## config.mk

```make
export PLATFORM = sky130hd
export DESIGN_NAME = pipe_ctrl_flat
export DESIGN_NICKNAME = d
export VERILOG_FILES = /design/src/rtl/pipe_ctrl_if.sv /design/src/rtl/pipe_ctrl.sv /design/src/flat_wrapper.sv
export SDC_FILE = /design/constraint.sdc
export NUM_CORES = 1
export LEC_CHECK = 0
export CORE_MARGIN = 2
export CORE_UTILIZATION = 32
export DETAILED_ROUTE_END_ITERATION = 8
export GPL_TIMING_DRIVEN = 1
export PLACE_DENSITY = 0.88
export SLEW_MARGIN = 40
export SYNTH_ARGS = -nofsm -noshare
export SYNTH_HDL_FRONTEND = slang
export SYNTH_SLANG_ARGS = --single-unit
```

## constraint.sdc

```tcl
create_clock -name clk_i -period 2.68 [get_ports clk_i]
set_clock_uncertainty 0.2 [all_clocks]
set_input_delay 0.536 -clock clk_i [delete_from_list [all_inputs] [get_ports clk_i]]
set_output_delay 0.536 -clock clk_i [all_outputs]
set_load 0.01 [all_outputs]
```

## src/rtl/pipe_ctrl_if.sv

```systemverilog
// rtl/pipe_ctrl_if.sv - hazard-controller bundle: pipeline fields in, stage controls and counters out
// pipeline side uses master, controller uses slave

`ifndef PIPE_CTRL_DEFS
`define PIPE_CTRL_DEFS
`define ICODE_BUS    3:0
`define REG_ADDR_BUS 3:0
`define STAT_BUS     2:0
`define INOP         4'h1
`define IMRMOVQ      4'h5
`define IOPQ         4'h6
`define IJXX         4'h7
`define IRET         4'h9
`define IPOPQ        4'hB
`define NREG         4'hF
`define SAOK         3'd1
`define SHLT         3'd4
`endif

interface pipe_ctrl_if #(parameter int CNT_W = 32);
  logic [`ICODE_BUS]    D_icode_i;
  logic [`REG_ADDR_BUS] d_srcA_i;
  logic [`REG_ADDR_BUS] d_srcB_i;
  logic [`ICODE_BUS]    E_icode_i;
  logic [`REG_ADDR_BUS] E_dstM_i;
  logic                 e_Cnd_i;
  logic [`ICODE_BUS]    M_icode_i;
  logic [`STAT_BUS]     m_stat_i;
  logic [`STAT_BUS]     W_stat_i;
  logic [`ICODE_BUS]    W_icode_i;
  logic                 mem_req_i;
  logic                 mem_ready_i;

  logic F_stall_o, D_stall_o, M_stall_o, W_stall_o;
  logic D_bubble_o, E_bubble_o, M_bubble_o;
  logic set_cc_en_o, cpu_halt_o, mem_fault_o;
  logic [CNT_W-1:0] cycle_cnt_o, instr_cnt_o, stall_cnt_o;

  modport master (
    output D_icode_i, d_srcA_i, d_srcB_i, E_icode_i, E_dstM_i, e_Cnd_i,
           M_icode_i, m_stat_i, W_stat_i, W_icode_i, mem_req_i, mem_ready_i,
    input  F_stall_o, D_stall_o, M_stall_o, W_stall_o, D_bubble_o, E_bubble_o,
           M_bubble_o, set_cc_en_o, cpu_halt_o, mem_fault_o,
           cycle_cnt_o, instr_cnt_o, stall_cnt_o
  );

  modport slave (
    input  D_icode_i, d_srcA_i, d_srcB_i, E_icode_i, E_dstM_i, e_Cnd_i,
           M_icode_i, m_stat_i, W_stat_i, W_icode_i, mem_req_i, mem_ready_i,
    output F_stall_o, D_stall_o, M_stall_o, W_stall_o, D_bubble_o, E_bubble_o,
           M_bubble_o, set_cc_en_o, cpu_halt_o, mem_fault_o,
           cycle_cnt_o, instr_cnt_o, stall_cnt_o
  );
endinterface

```

## src/rtl/pipe_ctrl.sv

```systemverilog
// rtl/pipe_ctrl.sv - five-stage hazard/sequencing controller with memory-wait and halt FSM
// Optional performance counters are built when PIPE_PERF_CNT_EN is defined.

`ifndef PIPE_CTRL_DEFS
`define PIPE_CTRL_DEFS
`define ICODE_BUS    3:0
`define REG_ADDR_BUS 3:0
`define STAT_BUS     2:0
`define INOP         4'h1
`define IMRMOVQ      4'h5
`define IOPQ         4'h6
`define IJXX         4'h7
`define IRET         4'h9
`define IPOPQ        4'hB
`define NREG         4'hF
`define SAOK         3'd1
`define SHLT         3'd4
`endif

module pipe_ctrl #(
  parameter int unsigned MEM_TIMEOUT = 255,
  parameter int          CNT_W       = 32
) (
  input logic        clk_i,
  input logic        rst_i,
  pipe_ctrl_if.slave p
);

  localparam int WC_W = (MEM_TIMEOUT < 2) ? 1 : $clog2(MEM_TIMEOUT + 1);

  typedef enum logic [1:0] {S_RUN, S_MEMWAIT, S_HALT} state_e;

  state_e          state_q;
  logic [WC_W-1:0] wait_cnt_q;
  logic            mem_fault_q;

  logic loaduse, ret, mispred, exc_m, exc_w;
  logic [31:0] wait_next;
  logic timeout_hit;

  logic f_stall, d_stall, m_stall, w_stall;
  logic d_bubble, e_bubble, m_bubble, set_cc_en, cpu_halt;

  assign loaduse = ((p.E_icode_i == `IMRMOVQ) || (p.E_icode_i == `IPOPQ)) &&
                   (p.E_dstM_i != `NREG) &&
                   ((p.E_dstM_i == p.d_srcA_i) || (p.E_dstM_i == p.d_srcB_i));
  assign ret     = (p.D_icode_i == `IRET) || (p.E_icode_i == `IRET) || (p.M_icode_i == `IRET);
  assign mispred = (p.E_icode_i == `IJXX) && !p.e_Cnd_i;
  assign exc_m   = (p.m_stat_i != `SAOK);
  assign exc_w   = (p.W_stat_i != `SAOK);

  assign wait_next   = 32'(wait_cnt_q) + 32'd1;
  assign timeout_hit = (MEM_TIMEOUT != 0) && (wait_next >= MEM_TIMEOUT);

  // Stage controls; D_bubble wins over D_stall inside the stage register.
  always_comb begin
    f_stall   = 1'b0;
    d_stall   = 1'b0;
    m_stall   = 1'b0;
    w_stall   = 1'b0;
    d_bubble  = 1'b0;
    e_bubble  = 1'b0;
    m_bubble  = 1'b0;
    set_cc_en = 1'b0;
    cpu_halt  = 1'b0;
    if (rst_i) begin
      d_bubble = 1'b1;
      e_bubble = 1'b1;
      m_bubble = 1'b1;
    end else begin
      case (state_q)
        S_RUN: begin
          f_stall   = loaduse | ret;
          d_stall   = loaduse;
          d_bubble  = mispred | (ret & ~loaduse);
          e_bubble  = mispred | loaduse;
          m_bubble  = exc_m | exc_w;
          w_stall   = exc_w;
          set_cc_en = (p.E_icode_i == `IOPQ) && !exc_m && !exc_w;
        end
        S_MEMWAIT: begin
          // Freeze everything; bubbling E keeps the ALU op from executing twice.
          f_stall  = 1'b1;
          d_stall  = 1'b1;
          m_stall  = 1'b1;
          w_stall  = 1'b1;
          e_bubble = 1'b1;
        end
        default: begin
          f_stall  = 1'b1;
          d_stall  = 1'b1;
          m_stall  = 1'b1;
          w_stall  = 1'b1;
          cpu_halt = 1'b1;
        end
      endcase
    end
  end

  always_ff @(posedge clk_i) begin
    if (rst_i) begin
      state_q     <= S_RUN;
      wait_cnt_q  <= '0;
      mem_fault_q <= 1'b0;
    end else begin
      case (state_q)
        S_RUN: begin
          if (exc_w)
            state_q <= S_HALT;
          else if (p.mem_req_i && !p.mem_ready_i)
            state_q <= S_MEMWAIT;
        end
        S_MEMWAIT: begin
          if (p.mem_ready_i) begin
            state_q    <= S_RUN;
            wait_cnt_q <= '0;
          end else if (timeout_hit) begin
            state_q     <= S_HALT;
            mem_fault_q <= 1'b1;
            wait_cnt_q  <= '0;
          end else if (MEM_TIMEOUT != 0) begin
            wait_cnt_q <= wait_cnt_q + WC_W'(1);
          end
        end
        S_HALT: ;
        default: state_q <= S_RUN;
      endcase
    end
  end

  assign p.F_stall_o   = f_stall;
  assign p.D_stall_o   = d_stall;
  assign p.M_stall_o   = m_stall;
  assign p.W_stall_o   = w_stall;
  assign p.D_bubble_o  = d_bubble;
  assign p.E_bubble_o  = e_bubble;
  assign p.M_bubble_o  = m_bubble;
  assign p.set_cc_en_o = set_cc_en;
  assign p.cpu_halt_o  = cpu_halt;
  assign p.mem_fault_o = mem_fault_q;

`ifdef PIPE_PERF_CNT_EN
  logic [CNT_W-1:0] cycle_cnt_q, instr_cnt_q, stall_cnt_q;
  logic [CNT_W-1:0] cycle_cnt_d, instr_cnt_d, stall_cnt_d;

  always_comb begin
    cycle_cnt_d = cycle_cnt_q;
    instr_cnt_d = instr_cnt_q;
    stall_cnt_d = stall_cnt_q;
    if (state_q != S_HALT)
      cycle_cnt_d = cycle_cnt_q + CNT_W'(1);
    if ((p.W_icode_i != `INOP) && !w_stall && (state_q == S_RUN))
      instr_cnt_d = instr_cnt_q + CNT_W'(1);
    if (f_stall && (state_q != S_HALT))
      stall_cnt_d = stall_cnt_q + CNT_W'(1);
  end

  always_ff @(posedge clk_i) begin
    if (rst_i) begin
      cycle_cnt_q <= '0;
      instr_cnt_q <= '0;
      stall_cnt_q <= '0;
    end else begin
      cycle_cnt_q <= cycle_cnt_d;
      instr_cnt_q <= instr_cnt_d;
      stall_cnt_q <= stall_cnt_d;
    end
  end

  assign p.cycle_cnt_o = cycle_cnt_q;
  assign p.instr_cnt_o = instr_cnt_q;
  assign p.stall_cnt_o = stall_cnt_q;
`else
  logic unused_w_icode;
  assign unused_w_icode = ^p.W_icode_i;
  assign p.cycle_cnt_o  = '0;
  assign p.instr_cnt_o  = '0;
  assign p.stall_cnt_o  = '0;
`endif

endmodule

```

## src/flat_wrapper.sv

```systemverilog
// flat-port wrapper written by rule: the top's interface ports become plain ports
module pipe_ctrl_flat 
#(
  parameter int unsigned MEM_TIMEOUT = 255,
  parameter int          CNT_W       = 32
)
  (clk_i, rst_i, p_D_icode_i, p_d_srcA_i, p_d_srcB_i, p_E_icode_i, p_E_dstM_i, p_e_Cnd_i, p_M_icode_i, p_m_stat_i, p_W_stat_i, p_W_icode_i, p_mem_req_i, p_mem_ready_i, p_F_stall_o, p_D_stall_o, p_M_stall_o, p_W_stall_o, p_D_bubble_o, p_E_bubble_o, p_M_bubble_o, p_set_cc_en_o, p_cpu_halt_o, p_mem_fault_o, p_cycle_cnt_o, p_instr_cnt_o, p_stall_cnt_o);
  pipe_ctrl_if #(.CNT_W(CNT_W)) p_i ();
  input logic clk_i;
  input logic rst_i;
  input wire logic [$bits(p_i.D_icode_i)-1:0] p_D_icode_i;
  input wire logic [$bits(p_i.d_srcA_i)-1:0] p_d_srcA_i;
  input wire logic [$bits(p_i.d_srcB_i)-1:0] p_d_srcB_i;
  input wire logic [$bits(p_i.E_icode_i)-1:0] p_E_icode_i;
  input wire logic [$bits(p_i.E_dstM_i)-1:0] p_E_dstM_i;
  input wire logic [$bits(p_i.e_Cnd_i)-1:0] p_e_Cnd_i;
  input wire logic [$bits(p_i.M_icode_i)-1:0] p_M_icode_i;
  input wire logic [$bits(p_i.m_stat_i)-1:0] p_m_stat_i;
  input wire logic [$bits(p_i.W_stat_i)-1:0] p_W_stat_i;
  input wire logic [$bits(p_i.W_icode_i)-1:0] p_W_icode_i;
  input wire logic [$bits(p_i.mem_req_i)-1:0] p_mem_req_i;
  input wire logic [$bits(p_i.mem_ready_i)-1:0] p_mem_ready_i;
  output wire logic [$bits(p_i.F_stall_o)-1:0] p_F_stall_o;
  output wire logic [$bits(p_i.D_stall_o)-1:0] p_D_stall_o;
  output wire logic [$bits(p_i.M_stall_o)-1:0] p_M_stall_o;
  output wire logic [$bits(p_i.W_stall_o)-1:0] p_W_stall_o;
  output wire logic [$bits(p_i.D_bubble_o)-1:0] p_D_bubble_o;
  output wire logic [$bits(p_i.E_bubble_o)-1:0] p_E_bubble_o;
  output wire logic [$bits(p_i.M_bubble_o)-1:0] p_M_bubble_o;
  output wire logic [$bits(p_i.set_cc_en_o)-1:0] p_set_cc_en_o;
  output wire logic [$bits(p_i.cpu_halt_o)-1:0] p_cpu_halt_o;
  output wire logic [$bits(p_i.mem_fault_o)-1:0] p_mem_fault_o;
  output wire logic [$bits(p_i.cycle_cnt_o)-1:0] p_cycle_cnt_o;
  output wire logic [$bits(p_i.instr_cnt_o)-1:0] p_instr_cnt_o;
  output wire logic [$bits(p_i.stall_cnt_o)-1:0] p_stall_cnt_o;
  assign p_i.D_icode_i = p_D_icode_i;
  assign p_i.d_srcA_i = p_d_srcA_i;
  assign p_i.d_srcB_i = p_d_srcB_i;
  assign p_i.E_icode_i = p_E_icode_i;
  assign p_i.E_dstM_i = p_E_dstM_i;
  assign p_i.e_Cnd_i = p_e_Cnd_i;
  assign p_i.M_icode_i = p_M_icode_i;
  assign p_i.m_stat_i = p_m_stat_i;
  assign p_i.W_stat_i = p_W_stat_i;
  assign p_i.W_icode_i = p_W_icode_i;
  assign p_i.mem_req_i = p_mem_req_i;
  assign p_i.mem_ready_i = p_mem_ready_i;
  assign p_F_stall_o = p_i.F_stall_o;
  assign p_D_stall_o = p_i.D_stall_o;
  assign p_M_stall_o = p_i.M_stall_o;
  assign p_W_stall_o = p_i.W_stall_o;
  assign p_D_bubble_o = p_i.D_bubble_o;
  assign p_E_bubble_o = p_i.E_bubble_o;
  assign p_M_bubble_o = p_i.M_bubble_o;
  assign p_set_cc_en_o = p_i.set_cc_en_o;
  assign p_cpu_halt_o = p_i.cpu_halt_o;
  assign p_mem_fault_o = p_i.mem_fault_o;
  assign p_cycle_cnt_o = p_i.cycle_cnt_o;
  assign p_instr_cnt_o = p_i.instr_cnt_o;
  assign p_stall_cnt_o = p_i.stall_cnt_o;
  pipe_ctrl #(.MEM_TIMEOUT(MEM_TIMEOUT), .CNT_W(CNT_W)) u_core (.clk_i(clk_i), .rst_i(rst_i), .p(p_i));
endmodule
```

==> reports/metrics.csv, run 1 <==
metric,value,unit
synthAdderAreaFrac,0.0151,
worst_path_largest_cell_delay,0.26,ns
report.final.hold_viol_count,0,
final_max_tran_viols,0,
cellLeakagePower,0.000963,uW
cp_num_buf_inv,4,
final-setup-viol-count,0,
crit_path_max_fanout,3,
prevailing_post_synth_register_cell,sky130_fd_sc_hd__dfxtp_1,
postPlaceCellArea,1880,um2
antenna_violations_before_repair,0,
worst_setup_path_end_kind,output pin,
fin_crit_sh,0.971,
io_pins,145,
synth_commonest_cells,"sky130_fd_sc_hd__buf_4 (96), sky130_fd_sc_hd__nor2_1 (16), sky130_fd_sc_hd__nand2_1 (12)",
fillers,532,
antenna_diode_instance_count,0,
nets,315,
slack_of_the_worst_reg_to_reg_path,0.43,ns
headroom_to_the_max_slew_limit,0.515,
numClockSinks,11,
ir_worst_vdd,0.000146,V
routed-via-count,1346,
worstPathCellList,dlygate4sd2_1 > and3b_1 > o211ai_1 > a21oi_1 > buf_4 > buf_4 > nor4_2 > nor2_1 > buf_2,
synthesis.area_per_instance,7.61,um2
post_route_cells_drive_above_1_share,0.114,
synth_top_family_by_area,buffers and inverters,
detail_route.first_pass.iterations,4,
worstMarginPinSlew,0.720,ns
total_switching_power,179,uW
post-synth-top-area-cell,sky130_fd_sc_hd__buf_4,
netlist_top_cells_area,"sky130_fd_sc_hd__buf_4 (43%), sky130_fd_sc_hd__dfxtp_1 (13%), sky130_fd_sc_hd__xnor2_1 (5.3%)",
synthDistinctLibCells,41,
gp_congestion,0.766,
slowest_stage,sky130_fd_sc_hd__dlygate4sd2_1,
fp.dieW,76.0,um
power.share.sequential,0.321,
wire_length_of_the_first_global_routing_pass,4800,um
min_period,2.60,ns
post_synth_mux_area_share,0,
crit_required,1.94,ns
routed_wire_per_std_cell,9.41,um
power.share.switching,0.342,
initial_utilization,0.329,
power.share.combinational,0.350,
synth_edf_count,0,
port-buffer-count,44,
htree_num_levels,1,
drt_iter0_markers,60,
detail_route.wirelength,3230,um
yosys_warnings,0,
crit_path_top_cell_by_count,sky130_fd_sc_hd__buf_4,
synth-seq-area-share,0.133,
power_frac_clock,0.329,
grt_pass1_vias,1125,
run_status,completed,
synth_simple_gate_area_frac,0.216,
cap_violations,0,
startpoint_types,input port,
setup.worst_path.class,input port to output pin,
xor_and_xnor_area_share_after_synthesis,0.0633,
yosys.cell_count.top_type,sky130_fd_sc_hd__buf_4,
tritoncts,yes,
rows,26,
stdcell_area,1950,um2
grt_max_degree,9,
syn_to_final_growth,17.7,%
synth.cell_area,1660,um2
internal_power,344,uW
postCtsHoldBufs,0,
clock_tree.buffer_depth,2,
clk_pin_slew,0.05,ns
drcViolationCount,0,
ys_async_sr_fraction,0,
power_density,268,nW/um2
floorplan.die_area,5780,um2
worst_path_dominant_cell_family,buffers and inverters,
clock-root-buffer,sky130_fd_sc_hd__clkbuf_8,
overflow,0,
tritoncts.num_buffers,3,
clk_latency,0.25,ns
maxClockFrequency,384,MHz
netlist_instances,218,
core_area,5040,um2
grt_usage,0.101,
ant_nets,0,
postSynthRegisterBits,11,
synth.top_cell.area_share,0.434,
via_per_inst,3.92,
hold_slack,0.333,ns
worst-endpoint-arrival,1.87,ns
hold_path.class,register to register,
die_y,76.0,um
synth_compound_gate_area_share,0.115,
dp.final_hpwl,2630,um
[flip-flops by register name, summed over array words and instances, names as in the netlist]
| signal | count |
|---|---|
| u_core.wait_cnt_q | 8 |
| u_core.p.mem_fault_o | 1 |
| u_core.state_q | 2 |
[worst register-to-register path: cells and delay by family (launching register included)]
| family | cells | cell delay [ns] |
|---|---|---|
| AOI/OAI and AO/OA | 3 | 1.06 |
| adders and majority gates | 1 | 0.31 |
| DFF | 1 | 0.40 |
| and+or+nand+nor | 1 | 0.15 |
[power groups by stage]
stage / clock network, uW / registers (uW) / logic (uW)
after floorplan: 0 / 170 / 203
after global placement: 0 / 171 / 187
after detailed placement: 0 / 171 / 188
after CTS: 176 / 168 / 182
after global routing: 186 / 168 / 199
final: 172 / 168 / 183
[per-stage QoR]
stage | total power [uW] | setup slack (ns) | util | cells | setup TNS [ns]
global placement | 357 | -0.453 | 0.372 | 338 | -2.26
global route | 554 | -0.0256 | 0.387 | 343 | -0.0256
finish | 523 | 0.0775 | 0.387 | 343 | 0
detailed placement | 359 | -0.458 | 0.372 | 338 | -2.59
CTS | 526 | -0.0427 | 0.381 | 342 | -0.0427
floorplan | 373 | 0.553 | - | 313 | 0
[cell usage in the layout, fill, tap and decap left out, drive strengths merged, types with 4 or more instances in the layout]
cell type	n
buf	15
nand2	12
dlygate4sd2	9
dfxtp	11
nand3	4
nor2	16
nor3b	5
clkdlybuf4s50	20
nand4	5
inv	4
dlymetal6s2s	10
conb	96
xnor2	10
o21ai	5
a21oi	6
[final timing paths]
path / from / to / cells after the start
min: u_core.wait_cnt_q[0] / u_core.wait_cnt_q[0] / 2
max reg2reg: u_core.wait_cnt_q[0] / u_core.state_q[0] / 5
min reg2reg: u_core.wait_cnt_q[0] / u_core.wait_cnt_q[0] / 2
max: p_E_icode_i[1] / p_E_bubble_o / 9
[cell type report]
| cell class | instances | area [um2] | share of cell area |
|---|---|---|---|
| Clock buffer | 3 | 41.3 | 0.0211 |
| Clock inverter | 1 | 5.00 | 0.00256 |
| Inverter | 4 | 15.0 | 0.00769 |
| Multi-Input combinational cell | 199 | 1070 | 0.546 |
| Sequential cell | 11 | 220 | 0.113 |
| Tap cell | 70 | 87.6 | 0.0448 |
| Timing Repair Buffer | 55 | 517 | 0.265 |
[metal layers]
layer / vias up / global-route usage / routed length, um
met3: 4 / 0.0450 / 351
li1: 652 / - / -
met1: 605 / 0.0951 / 1100
met2: 85 / 0.195 / 1750
met5: - / 0 / 0
met4: 0 / 0.0345 / 30
[kinds of logic after synthesis]
family	Yosys count
adders and majority gates	2
buffers and inverters	103
and+or+nand+nor	63
xor gates and xnor gates	12
DFF	11
other	1
AOI/OAI and AO/OA	26
[timing repair]
item,CTS,global route
resized for setup,31,11
buffers inserted,0,1
pin swaps,1,8
setup endpoints to repair,8,3
(Power assumes the default switching activity.)
==> run 2: changes to the inputs <==
--- a/config.mk
+++ b/config.mk
@@ -10,6 +10,7 @@
 export DETAILED_ROUTE_END_ITERATION = 8
 export GPL_TIMING_DRIVEN = 1
 export PLACE_DENSITY = 0.88
+export SKIP_LAST_GASP = 1
 export SLEW_MARGIN = 40
 export SYNTH_ARGS = -nofsm -noshare
 export SYNTH_HDL_FRONTEND = slang
==> reports/metrics.csv, run 2 (synthesized netlist as in run 1, its figures left out) <==
metric,value,unit
run_status,completed,
cellLeakagePower,0.000992,uW
die_y,76.0,um
grt_usage,0.100,
clk_latency,0.25,ns
port-buffer-count,44,
detail_route.wirelength,3230,um
postLayoutCoreUtil,0.392,
place_inst,338,
maxClockFrequency,380,MHz
clk_pin_slew,0.05,ns
largest-register,u_core.wait_cnt_q,
most_common_cell_after_layout_fill_and_taps_aside,sky130_fd_sc_hd__conb_1,
core_area,5040,um2
stdcell_area,1970,um2
grt_pass1_vias,1125,
startpoint_types,input port,
io_pins,145,
ant_nets,0,
hold_path.class,register to register,
via_per_inst,3.92,
min_period,2.63,ns
routed_wire_per_std_cell,9.40,um
tritoncts,yes,
fp.dieW,76.0,um
overflow,0,
fin_crit_sh,0.981,
clock-root-buffer,sky130_fd_sc_hd__clkbuf_8,
worstMarginPinSlew,0.701,ns
floorplan.die_area,5780,um2
headroom_to_the_max_slew_limit,0.528,
report.final.hold_viol_count,0,
rows,26,
drt_iter0_markers,54,
initial_utilization,0.329,
postCtsHoldBufs,0,
worst-endpoint-arrival,1.89,ns
crit_required,1.94,ns
drcViolationCount,0,
ir_worst_vdd,0.000144,V
grt_max_degree,9,
final_cell_count_no_fill,344,
dp.final_hpwl,2630,um
detail_route.first_pass.iterations,5,
rsz_0062_raised_after_global_routing,yes,
routed-via-count,1349,
clock_tree.buffer_depth,2,
postPlaceCellArea,1880,um2
final_cell_mix,"sky130_fd_sc_hd__conb_1 (96), sky130_fd_sc_hd__clkdlybuf4s50_1 (20), sky130_fd_sc_hd__nor2_1 (16)",
power_density,266,nW/um2
syn_to_final_growth,19.0,%
cap_violations,0,
report.power.total,525,uW
gp_congestion,0.766,
numClockSinks,11,
largest_register_ffs,8,
nets,316,
crit_path_max_fanout,2,
final_max_tran_viols,0,
tritoncts.num_buffers,3,
antenna_diode_instance_count,0,
worst_setup_path_end_kind,output pin,
final-setup-viol-count,0,
wire_length_of_the_first_global_routing_pass,4720,um
antenna_violations_before_repair,0,
setup.worst_path.class,input port to output pin,
hold_slack,0.331,ns
post_route_cells_drive_above_1_share,0.120,
htree_num_levels,1,
-- run 2: final cells by class --
type | instances | area, um2
clock inverter | 1 | 5.00
sequential | 11 | 220
clock buffer | 3 | 41.3
timing repair buffer | 56 | 534
multi-input combinational | 199 | 1070
inverter | 4 | 15.0
fill | 520 | 3070
tap | 70 | 87.6
-- run 2: power breakdown --
group	total (uW)	internal [uW]	leakage [uW]	switching, uW
Combinational	185	77.8	0.000878	108
Clock	171	103	0.0000255	68.5
Sequential	168	165	0.0000889	3.01
-- run 2: worst paths after layout --
path | from | endpoint | slack, ns | cells past startpoint
worst max-delay path | p_D_icode_i[3] | p_D_bubble_o | 0.05 | 6
worst min-delay path | u_core.wait_cnt_q[0] | u_core.wait_cnt_q[0] | 0.33 | 2
worst max register to register | u_core.wait_cnt_q[0] | u_core.state_q[0] | 0.44 | 5
worst min register to register | u_core.wait_cnt_q[0] | u_core.wait_cnt_q[0] | 0.33 | 2
-- run 2: critical path: stages --
cell                              delay (ns)
sky130_fd_sc_hd__clkdlybuf4s50_1        0.39
sky130_fd_sc_hd__nor4bb_1               0.14
sky130_fd_sc_hd__nor3_1                 0.32
sky130_fd_sc_hd__nor2_1                 0.08
sky130_fd_sc_hd__o31a_1                 0.28
sky130_fd_sc_hd__buf_2                  0.14
-- run 2: layer usage --
metal  routed length (um)  vias to the layer above  track usage
met2                 1750                       79        0.191
met1                 1100                      612       0.0922
met5                    0                        -            0
met4                   30                        0       0.0382
li1                     -                      654            -
met3                  352                        4       0.0450
-- run 2: stage by stage --
stage | worst slack, ns | TNS (ns)
global route | -0.0346 | -0.0346
CTS | -0.215 | -0.423
finish | 0.0518 | 0
global placement | -0.453 | -2.26
floorplan | 0.553 | 0
detailed placement | -0.458 | -2.59
-- run 2: timing repair --
action / in CTS / in global routing
pin swaps: 1 / 10
gates resized for setup: 21 / 20
buffers inserted: 0 / 2
endpoints found under the setup margin: 8 / 6
